File: config.mk
export PLATFORM = sky130hd
export DESIGN_NAME = lift53_inverse_flat
export DESIGN_NICKNAME = d
export VERILOG_FILES = /design/src/rtl/lift53_inverse_if.sv /design/src/rtl/lift53_inverse.sv /design/src/flat_wrapper.sv
export SDC_FILE = /design/constraint.sdc
export NUM_CORES = 1
export LEC_CHECK = 0
export ABC_CLOCK_PERIOD_IN_PS = 10050
export CORE_MARGIN = 2
export CORE_UTILIZATION = 60
export CTS_CLUSTER_SIZE = 24
export DETAILED_ROUTE_END_ITERATION = 16
export PLACE_DENSITY = 0.78
export SLEW_MARGIN = 25
export SYNTH_ARGS = -nofsm -noshare
export SYNTH_HDL_FRONTEND = slang
export SYNTH_SLANG_ARGS = --single-unit
File: constraint.sdc
create_clock -name CLK -period 10.05 [get_ports CLK]
set_input_delay 1.005 -clock CLK [delete_from_list [all_inputs] [get_ports CLK]]
set_output_delay 1.005 -clock CLK [all_outputs]
set_load 0.005 [all_outputs]
File: src/rtl/lift53_inverse_if.sv
`default_nettype none
// ============================================================================
// Module   : lift53_inverse_if
// Desc     : Coefficient-in / sample-out stream bundle for the inverse 5/3
//            lifting block. The slave modport is the transform. The master
//            modport is the side that supplies pairs and consumes samples.
// Revision : 1.0  initial release
// ============================================================================
interface lift53_inverse_if #(
    parameter int W = 8
);
    // coefficient pair stream (source -> transform)
    logic           in_valid;
    logic           in_ready;
    logic [W-1:0]   in_s;
    logic [W-1:0]   in_d;
    logic           in_last;

    // reconstructed sample stream (transform -> consumer)
    logic           out_valid;
    logic           out_ready;
    logic [W-1:0]   out_x;
    logic           out_last;

    modport master (
        output in_valid, in_s, in_d, in_last, out_ready,
        input  in_ready, out_valid, out_x, out_last
    );

    modport slave (
        input  in_valid, in_s, in_d, in_last, out_ready,
        output in_ready, out_valid, out_x, out_last
    );
endinterface
`default_nettype wire

File: src/rtl/lift53_inverse.sv
`default_nettype none
// ============================================================================
// Module   : lift53_inverse
// Desc     : Streaming inverse integer 5/3 lifting transform. Takes one
//            (s[n], d[n]) pair per transfer and emits x[0], x[1], ... one per
//            cycle through a 4-entry output FIFO. All state changes on the
//            falling edge of CLK. RST is synchronous and active-low.
// Revision : 1.0  initial release
// ============================================================================
module lift53_inverse #(
    parameter int W = 8
) (
    input  logic                  CLK,
    input  logic                  RST,
    lift53_inverse_if.slave       bus
);

    localparam int         c_DEPTH = 4;
    localparam logic [2:0] c_READY_MAX = 3'd1;   // a 3-sample push always fits

    // ------------------------------------------------------------------
    // Lifting state
    // ------------------------------------------------------------------
    logic           r_first;      // next accepted pair starts a frame
    logic [W-1:0]   r_d_prev;     // d[n-1]
    logic [W-1:0]   r_xe_prev;    // xe[n-1]
    logic           r_run;        // low from reset until the first released edge

    // ------------------------------------------------------------------
    // Output FIFO: entries are {last, sample}
    // ------------------------------------------------------------------
    logic [W:0]     r_mem [c_DEPTH];
    logic [1:0]     r_wr_ptr;
    logic [1:0]     r_rd_ptr;
    logic [2:0]     r_count;

    // ------------------------------------------------------------------
    // Combinational datapath
    // ------------------------------------------------------------------
    logic           w_in_ready;
    logic           w_accept;
    logic           w_out_valid;
    logic           w_pop;
    logic [W:0]     w_head;

    logic [W-1:0]   w_dp;          // left neighbour detail for the even step
    logic [W:0]     w_even_sum;    // dp + d[n] at W+1 bits
    logic [W-1:0]   w_even_q;      // floor((dp + d[n]) / 4), truncated
    logic [W-1:0]   w_xe;          // xe[n]
    logic [W:0]     w_odd_sum;     // xe[n-1] + xe[n] at W+1 bits
    logic [W-1:0]   w_odd_q;       // floor((xe[n-1] + xe[n]) / 2), truncated
    logic [W-1:0]   w_x_odd;       // x[2n-1]
    logic [W-1:0]   w_x_end;       // x[2N-1] under symmetric extension

    logic [1:0]     w_push_cnt;
    logic [W:0]     w_push [3];

    // Accept only when the FIFO can absorb a worst-case push; never looks at out_ready.
    assign w_in_ready  = r_run && (r_count <= c_READY_MAX);
    assign w_accept    = bus.in_valid && w_in_ready;
    assign w_out_valid = (r_count != 3'd0);
    assign w_pop       = w_out_valid && bus.out_ready;
    assign w_head      = r_mem[r_rd_ptr];

    assign bus.in_ready  = w_in_ready;
    assign bus.out_valid = w_out_valid;
    assign bus.out_x     = w_out_valid ? w_head[W-1:0] : '0;
    assign bus.out_last  = w_out_valid ? w_head[W]     : 1'b0;

    // Even (update-undo) and odd (predict-undo) lifting steps for the incoming pair.
    always_comb begin
        // At a frame start the missing left detail mirrors d[0].
        w_dp       = r_first ? bus.in_d : r_d_prev;
        w_even_sum = {w_dp[W-1], w_dp} + {bus.in_d[W-1], bus.in_d};
        w_even_q   = W'($signed(w_even_sum) >>> 2);
        w_xe       = bus.in_s - w_even_q;

        w_odd_sum  = {r_xe_prev[W-1], r_xe_prev} + {w_xe[W-1], w_xe};
        w_odd_q    = W'($signed(w_odd_sum) >>> 1);
        w_x_odd    = r_d_prev + w_odd_q;

        // Right edge: the mirrored xe[N] equals xe[N-1], so the average is xe[N-1].
        w_x_end    = bus.in_d + w_xe;
    end

    // Select which samples an accepted pair produces, in output order.
    always_comb begin
        w_push_cnt = 2'd0;
        w_push[0]  = '0;
        w_push[1]  = '0;
        w_push[2]  = '0;
        if (w_accept) begin
            case ({r_first, bus.in_last})
                2'b10: begin                         // frame start
                    w_push_cnt = 2'd1;
                    w_push[0]  = {1'b0, w_xe};
                end
                2'b11: begin                         // single-pair frame
                    w_push_cnt = 2'd2;
                    w_push[0]  = {1'b0, w_xe};
                    w_push[1]  = {1'b1, w_x_end};
                end
                2'b00: begin                         // middle of frame
                    w_push_cnt = 2'd2;
                    w_push[0]  = {1'b0, w_x_odd};
                    w_push[1]  = {1'b0, w_xe};
                end
                default: begin                       // last pair, N > 1
                    w_push_cnt = 2'd3;
                    w_push[0]  = {1'b0, w_x_odd};
                    w_push[1]  = {1'b0, w_xe};
                    w_push[2]  = {1'b1, w_x_end};
                end
            endcase
        end
    end

    // FIFO storage: write the pushed samples into consecutive free slots.
    always_ff @(negedge CLK) begin
        if (w_push_cnt > 2'd0) r_mem[r_wr_ptr]         <= w_push[0];
        if (w_push_cnt > 2'd1) r_mem[r_wr_ptr + 2'd1]  <= w_push[1];
        if (w_push_cnt > 2'd2) r_mem[r_wr_ptr + 2'd2]  <= w_push[2];
    end

    // FIFO pointers/occupancy and lifting history; reset drops any partial frame.
    always_ff @(negedge CLK) begin
        if (!RST) begin
            r_first   <= 1'b1;
            r_d_prev  <= '0;
            r_xe_prev <= '0;
            r_run     <= 1'b0;
            r_wr_ptr  <= 2'd0;
            r_rd_ptr  <= 2'd0;
            r_count   <= 3'd0;
        end else begin
            r_run <= 1'b1;
            if (w_accept) begin
                r_d_prev  <= bus.in_d;
                r_xe_prev <= w_xe;
                r_first   <= bus.in_last;
            end
            r_wr_ptr <= r_wr_ptr + w_push_cnt;
            if (w_pop) begin
                r_rd_ptr <= r_rd_ptr + 2'd1;
            end
            r_count <= r_count + {1'b0, w_push_cnt} - {2'b00, w_pop};
        end
    end

endmodule
`default_nettype wire

File: src/flat_wrapper.sv
// flat-port wrapper written by rule: the top's interface ports become plain ports
module lift53_inverse_flat 
#(
    parameter int W = 8
)
  (CLK, RST, bus_in_valid, bus_in_s, bus_in_d, bus_in_last, bus_out_ready, bus_in_ready, bus_out_valid, bus_out_x, bus_out_last);
  lift53_inverse_if #(.W(W)) bus_i ();
  input  logic CLK;
  input  logic RST;
  input wire logic [$bits(bus_i.in_valid)-1:0] bus_in_valid;
  input wire logic [$bits(bus_i.in_s)-1:0] bus_in_s;
  input wire logic [$bits(bus_i.in_d)-1:0] bus_in_d;
  input wire logic [$bits(bus_i.in_last)-1:0] bus_in_last;
  input wire logic [$bits(bus_i.out_ready)-1:0] bus_out_ready;
  output wire logic [$bits(bus_i.in_ready)-1:0] bus_in_ready;
  output wire logic [$bits(bus_i.out_valid)-1:0] bus_out_valid;
  output wire logic [$bits(bus_i.out_x)-1:0] bus_out_x;
  output wire logic [$bits(bus_i.out_last)-1:0] bus_out_last;
  assign bus_i.in_valid = bus_in_valid;
  assign bus_i.in_s = bus_in_s;
  assign bus_i.in_d = bus_in_d;
  assign bus_i.in_last = bus_in_last;
  assign bus_i.out_ready = bus_out_ready;
  assign bus_in_ready = bus_i.in_ready;
  assign bus_out_valid = bus_i.out_valid;
  assign bus_out_x = bus_i.out_x;
  assign bus_out_last = bus_i.out_last;
  lift53_inverse #(.W(W)) u_core (.CLK(CLK), .RST(RST), .bus(bus_i));
endmodule
## Yosys cells after proc, flatten, opt, wreduce, memory -nomap -nowiden

Memories as Yosys holds them, arrays and structs flattened. A register that Yosys moved wholly into a read port is not among the register bits.
Cells that the tools add are included.

| storage, ports and cells | value |
|---|---|
| bits in registers | 25 |
| bits in writable memories | 36 |
| input port bits | 21 |
| output and inout port bits | 11 |
| word-level logic and storage cells | 51 |
| memories | 1 |

Memories:

| memory | depth | bits a word | read ports | clocked after memory_dff | wr ports | RTL line | RTL |
|---|---|---|---|---|---|---|---|
| u_core.r_mem | 4 | 9 | 1 | 1 | 3 | lift53_inverse.sv:32 | `logic [W:0] r_mem [c_DEPTH];` |

| operators by class | value |
|---|---|
| add/sub/neg operators | 11 |
| magnitude comparators | 4 |
| equal/unequal tests | 2 |
| muxes and demuxes | 18 |
| reduce and logical (&&, ||, !) cells | 8 |

Operators with widths:

| operator | count |
|---|---|
| 2-to-1 mux 27 bit | 1 |
| 2-to-1 mux 8 bit | 3 |
| adder 8 x 8 -> 9 bit | 2 |
| case mux 9 bit (2 select lines) | 1 |
| adder 8 bit | 2 |
| 2-to-1 mux 9 bit | 1 |
| 2-to-1 mux 1 bit | 8 |
| subtractor 8 bit | 1 |
| 2-to-1 mux 2 bit | 3 |
| adder 2 x 1 -> 2 bit, second input constant | 2 |
| == test 2 bit, second input constant | 2 |
| greater-than comparator 2 x 1 -> 1 bit, second input constant | 2 |
| case mux 2 bit (2 select lines) | 1 |
| OR reduction 2 bit | 2 |
| adder 3 x 2 -> 3 bit | 1 |
| <= comparator 3 x 1 -> 1 bit, second input constant | 1 |
| logical AND 1 bit | 3 |
| nonzero test 3 bit | 1 |
| OR reduction 3 bit | 1 |
| subtractor 3 x 1 -> 3 bit | 1 |
| adder 2 bit | 1 |
| adder 2 bit, second input constant | 1 |
| greater-than comparator 2 bit, second input constant | 1 |
| zero test 2 bit | 1 |

## Depth between registers and ports, before layout

Gate-level depths: netlist of the first run.

| logic depth | value |
|---|---|
| depth after elaboration | 7 |
| mapped depth | 29 |

==> flow_metrics.tcl, run 1 <==
set metrics [dict create \
    utilization 0.8907 \
    synth-seq-cells 63 \
    gp_congestion 0.9359 \
    syn-mean-instance-area_sq_um 8.885 \
    io_buffers 31 \
    syn_area_sq_um 5162 \
    synth.area.top_cells "edfxtp_1, ha_1, dfxtp_1" \
    hold_class "reg -> reg" \
    core_sq_um 8299 \
    pwr-share-clk 0.154 \
    antenna_found_initial 1 \
    synth_flop_cell "edfxtp_1" \
    postPlaceCellArea_sq_um 6220 \
    fin_cells 880 \
    clkTransAtPathRegs_ps 40 \
    fp-row-count 33 \
    seq_power_share 0.150 \
    dr.pass1.iters 7 \
    worst_pin_slew_ps 948.8 \
    syn_inst 581 \
    dp_cells 779 \
    post-route-cell-area_sq_um 7392 \
    setup_viol 28 \
    htreeDepth 3 \
    end_kind "flip-flop" \
    worstSetupStartpointType "primary input" \
    p_int_mw 1.349 \
    synthArstFlopShare 0 \
    setup_ws_ps -1089 \
    crit_type "in -> reg" \
    cap_viol_max_count 0 \
    cp_max_fo 7 \
    drtIter0Drc 859 \
    grt_max_degree 32 \
    yosys.area.top_type_share 0.2094 \
    initial_core_util 0.6220 \
    r2r_end "u_core.r_mem[0][7]" \
    finalHoldViolations 0 \
    rsz0062_at_grt "yes" \
    ant_nets 0 \
    cp.arrival_ps 6340 \
    grt_pass1_wl_um 29970 \
    cts.sinks 63 \
    layout_commonest_cell "inv_1" \
    combPwrFrac 0.695 \
    clock_skew_ps 42.50 \
    total_power_mw 2.458 \
    p_sw_mw 1.109 \
    regToRegStartpoint "u_core.r_first" \
    power.leakage_nw 3.285 \
    slew-limit-headroom 0.3666 \
    p_per_area_nw_per_um2 332.5 \
    drt_wl_total_um 21600 \
    drive_gt1_frac 0.3075 \
    cts_root_buf "clkbuf_8" \
    synthDistinctLibCells 68 \
    synth.largest_area_cell "edfxtp_1" \
    die_x_um 96.76 \
    synth_edf_count 36 \
    switching_share 0.4512 \
    drc_errors 0 \
    tritoncts "yes" \
    status "finished with violations" \
    yosysSeqAreaShare 0.3141 \
    cp-endpoint "u_core.r_mem[0][7]" \
    area_delta_synth_final_pct 43.19 \
    dieArea_sq_um 9363 \
    synthesis.nets 651 \
    worstPathRequired_ps 5250 \
    die_h_um 96.76 \
    vias 6045 \
    grt_use_total 0.4074 \
    r2r_slack_ps 3690 \
    final_cell_mix "inv_1, buf_4, nand2_1" \
    hold_buffers 0 \
    cts_buffers 9 \
    cts.path.max_buffers 2 \
    grt_pass1_vias 5973 \
    ir_drop_uv 190.3 \
    final_max_slew_viol_count 0 \
    reg2regPathDepth 24 \
    via_per_inst 6.869 \
    holdWs_ps 509.0 \
    violations "setup timing" \
    wl_per_cell_um 24.54 \
    grt.overflow.total 0 \
    num-nets-final 839 \
    crit_path_start "bus_in_d[1]" \
    fillCellCount 367 \
    ys.warnings.count 0 \
    io_pins 32 \
    insertion_delay_ps 430 \
    dp_hpwl_um 11390 \
]
[registers in the layout, indices dropped and copies added, names as in the netlist, named ones only]
register	cells
u_core.r_run	1
u_core.r_d_prev	8
u_core.r_count	3
u_core.r_xe_prev	8
u_core.r_wr_ptr	2
u_core.r_first	1
u_core.r_mem	36
u_core.r_rd_ptr	2
[synthesized netlist by cell type, types with 15 or more instances]
cell      count
dfxtp_1      27
a21oi_1      28
nor2_1       42
ha_1         44
nand2_1      73
xnor2_1      17
o21ai_0      37
and2_1       18
inv_1        38
nor2b_1      15
a21boi_0     15
edfxtp_1     36
[cell type report]
| cell class | instances | area (sq um) | area share |
|---|---|---|---|
| diodes | 1 | 2.502 | 0.0003385 |
| clock buffers | 9 | 123.9 | 0.01676 |
| multi-input cells | 457 | 3904 | 0.5281 |
| well taps | 105 | 131.4 | 0.01777 |
| clock inverters | 70 | 330.3 | 0.04469 |
| inverters | 38 | 142.6 | 0.01930 |
| repair buffers | 137 | 1136 | 0.1537 |
| flip-flops and latches | 63 | 1622 | 0.2194 |
[worst max-delay path, cell delays in order]
cell      delay [ps]
buf_8            100
nand2_4           50
o21ai_2           70
ha_1             310
o211ai_1         210
nand2_1          200
a21oi_2          270
xnor2_2          140
inv_1             60
ha_1             310
nor2b_4          140
o31a_1           350
o22ai_4          190
xor2_2           210
xnor2_2          130
ha_4             310
nand3b_1         140
o21ai_2           80
or4_4            550
ha_4             180
or4_4            410
o22ai_2          140
xor2_1           210
xnor2_1          160
nand3_2          140
o211ai_1         240
[power by group through the flow]
| stage | clock (mW) | combinational, mW | sequential, mW |
|---|---|---|---|
| 6_report | 0.380 | 1.71 | 0.370 |
| 5_1_grt | 0.407 | 1.78 | 0.372 |
| 4_1_cts | 0.369 | 1.40 | 0.364 |
| 3_5_place_dp | 0.0382 | 1.18 | 0.364 |
| 3_3_place_gp | 0.0382 | 1.13 | 0.361 |
| 2_1_floorplan | 0.0382 | 0.737 | 0.337 |
[stage by stage]
stage	setup TNS [ps]	setup WS [ps]
after floorplan	-6540	-947.1
after global placement	-26290	-1516
after detailed placement	-30210	-1734
after CTS	-7030	-831.6
after global routing	-19140	-1233
final	-16850	-1089
[worst min path at each step]
stage                         from                  end  slack (ps)  cells past startpoint
3_5_place_dp   u_core.r_xe_prev[3]  u_core.r_xe_prev[3]         470                      2
4_1_cts         u_core.r_d_prev[1]   u_core.r_d_prev[1]         500                      2
3_3_place_gp   u_core.r_xe_prev[3]  u_core.r_xe_prev[3]         460                      2
5_1_grt        u_core.r_xe_prev[2]  u_core.r_xe_prev[2]         520                      2
2_1_floorplan  u_core.r_xe_prev[4]  u_core.r_xe_prev[4]         450                      2
6_report       u_core.r_xe_prev[2]  u_core.r_xe_prev[2]         510                      2
[cell families (layout without fill, tap and decap cells)]
logic type,Yosys count,in the layout,share of synthesized area
adders and majority gates,49,49,0.1260
DFF,63,63,0.3141
buffers and inverters,61,254,0.04750
AOI/OAI and AO/OA,152,152,0.2019
muxes,17,17,0.05623
xor gates and xnor gates,29,29,0.05211
and+or+nand+nor,210,210,0.2021
other,0,1,0
[per-layer routing]
layer	vias up	wire length [um]	global-route usage
li1	2487	-	-
met1	2774	7299	0.4260
met2	585	9902	0.6939
met3	199	2469	0.1192
met4	0	1924	0.2958
met5	-	0	0
[repair_timing]
action                                  in CTS  in global routing
resized for setup                           86                 51
pin swaps                                   47                 63
endpoints found under the setup margin      28                 28
buffers inserted                            12                 14
(Power assumes the default switching activity.)
==> inputs of run 2 (changes only) <==
--- a/config.mk
+++ b/config.mk
@@ -8,10 +8,11 @@
 export ABC_CLOCK_PERIOD_IN_PS = 10050
 export CORE_MARGIN = 2
 export CORE_UTILIZATION = 60
+export CTS_CLUSTER_DIAMETER = 80
 export CTS_CLUSTER_SIZE = 24
 export DETAILED_ROUTE_END_ITERATION = 16
+export MAX_ROUTING_LAYER = met4
 export PLACE_DENSITY = 0.78
-export SLEW_MARGIN = 25
 export SYNTH_ARGS = -nofsm -noshare
 export SYNTH_HDL_FRONTEND = slang
 export SYNTH_SLANG_ARGS = --single-unit
==> flow_metrics.tcl, run 2 (same netlist as run 1, synthesis figures left out) <==
set metrics [dict create \
    setup_viol 24 \
    final_cell_mix "inv_1, buf_4, nand2_1" \
    combPwrFrac 0.664 \
    regToRegStartpoint "u_core.r_first" \
    drtIter0Drc 536 \
    area_delta_synth_final_pct 37.42 \
    tritoncts "yes" \
    hold_buffers 0 \
    drc_errors 0 \
    core_sq_um 8299 \
    reg2regPathDepth 25 \
    max_flop_register "u_core.r_mem" \
    hold_start "u_core.r_xe_prev[0]" \
    worst_pin_slew_ps 999.2 \
    dr.pass1.iters 8 \
    grt_use_total 0.3759 \
    fp-row-count 33 \
    ant_nets 0 \
    ir_drop_uv 175.2 \
    gp_congestion 0.9316 \
    largest_reg_flops 36 \
    dp_hpwl_um 11370 \
    grt.overflow.total 0 \
    pwr-share-clk 0.170 \
    r2r_slack_ps 3640 \
    p_per_area_nw_per_um2 311.5 \
    finalHoldViolations 0 \
    final_max_slew_viol_count 0 \
    dp_cells 782 \
    clkTransAtPathRegs_ps 30 \
    cp_max_fo 4 \
    crit_type "in -> reg" \
    grt_max_degree 32 \
    antenna_found_initial 1 \
    switching_share 0.4450 \
    worstHoldPathCells 1 \
    initial_core_util 0.6220 \
    hold_class "reg -> reg" \
    clock_skew_ps 43.31 \
    p_int_mw 1.227 \
    cap_viol_max_count 0 \
    insertion_delay_ps 430 \
    fin_cells 871 \
    holdWs_ps 536.9 \
    rsz0062_at_grt "yes" \
    status "finished with violations" \
    worstSetupStartpointType "primary input" \
    die_h_um 96.76 \
    drive_gt1_frac 0.2706 \
    layout_commonest_cell "inv_1" \
    utilization 0.8548 \
    setup_ws_ps -1097 \
    io_buffers 31 \
    via_per_inst 6.480 \
    cts.path.max_buffers 2 \
    io_pins 32 \
    power.leakage_nw 3.158 \
    htreeDepth 3 \
    seq_power_share 0.166 \
    total_power_mw 2.210 \
    cp.arrival_ps 6330 \
    grt_pass1_vias 5660 \
    p_sw_mw 0.9833 \
    num-nets-final 830 \
    grt_pass1_wl_um 27540 \
    cts_root_buf "clkbuf_8" \
    hold_path_end "u_core.r_xe_prev[0]" \
    worstPathRequired_ps 5240 \
    reg_top3 "u_core.r_mem: 36 flops, u_core.r_d_prev: 8 flops, u_core.r_xe_prev: 8 flops" \
    vias 5644 \
    dieArea_sq_um 9363 \
    violations "setup timing" \
    r2r_end "u_core.r_mem[3][7]" \
    slew-limit-headroom 0.3318 \
    drt_wl_total_um 19210 \
    cts.sinks 63 \
    wl_per_cell_um 22.06 \
    end_kind "flip-flop" \
    die_x_um 96.76 \
    cts_buffers 9 \
]
-- run 2: worst max path at each step --
| stage | startpoint | to | cells past startpoint |
|---|---|---|---|
| CTS | bus_in_d[1] | u_core.r_mem[3][7] | 27 |
| floorplan | bus_in_d[3] | u_core.r_mem[1][7] | 23 |
| finish | bus_in_d[2] | u_core.r_mem[3][7] | 27 |
| global placement | bus_in_d[1] | u_core.r_mem[0][7] | 25 |
| detailed placement | bus_in_d[1] | u_core.r_mem[3][7] | 25 |
| global route | bus_in_d[2] | u_core.r_mem[3][7] | 27 |
-- run 2: power groups by stage --
stage	logic, mW	clock network (mW)	registers, mW
6_report	1.47	0.375	0.367
2_1_floorplan	0.737	0.0382	0.337
3_3_place_gp	1.14	0.0382	0.361
5_1_grt	1.54	0.400	0.371
4_1_cts	1.29	0.364	0.363
3_5_place_dp	1.19	0.0382	0.364
-- run 2: final cells by class --
cell class | instances | area [sq um]
clock buffers | 9 | 123.9
clock inverters | 70 | 330.3
multi-input cells | 457 | 3695
diodes | 1 | 2.502
fillers | 403 | 1205
flip-flops and latches | 63 | 1622
well taps | 105 | 131.4
inverters | 38 | 142.6
repair buffers | 128 | 1047
-- run 2: routing by layer --
metal / global-route usage / vias to the layer above / part of all wire / wire length [um]
met4: 0.2124 / 0 / 0.069 / 1331
met2: 0.6255 / 441 / 0.48 / 9263
met3: 0.08020 / 141 / 0.092 / 1772
met5: - / - / 0 / 0
li1: - / 2475 / - / -
met1: 0.4192 / 2587 / 0.36 / 6847
-- run 2: timing repair --
item,CTS,global route
buffers inserted,4,7
pin swaps,27,28
gates resized for setup,48,42
setup endpoints to repair,28,28
-- run 2: worst max-delay path, cell delays in order --
cell             delay, ps
clkdlybuf4s15_2        190
mux2_4                 280
ha_4                   250
nand2_2                 90
a21oi_4                 50
or2_2                  330
xnor2_1                220
ha_1                   300
buf_4                  170
o21a_1                 180
o31a_1                 160
o21ai_1                190
nand2b_1               130
xnor2_2                170
inv_2                  120
ha_2                   200
buf_4                  120
nand3b_1               120
mux2i_1                110
or4_4                  520
ha_4                   190
or4_4                  440
o22ai_4                110
xor2_1                 180
xnor2_1                150
nand3_2                130
o211ai_1               250
-- run 2: stage by stage --
step	area [sq um]	TNS, ps	setup WS (ps)
floorplan	5246	-6540	-947.1
global placement	6242	-26060	-1525
detailed placement	6242	-30520	-1752
CTS	6898	-9073	-830.4
global route	7094	-17400	-1212
finish	7094	-14390	-1097
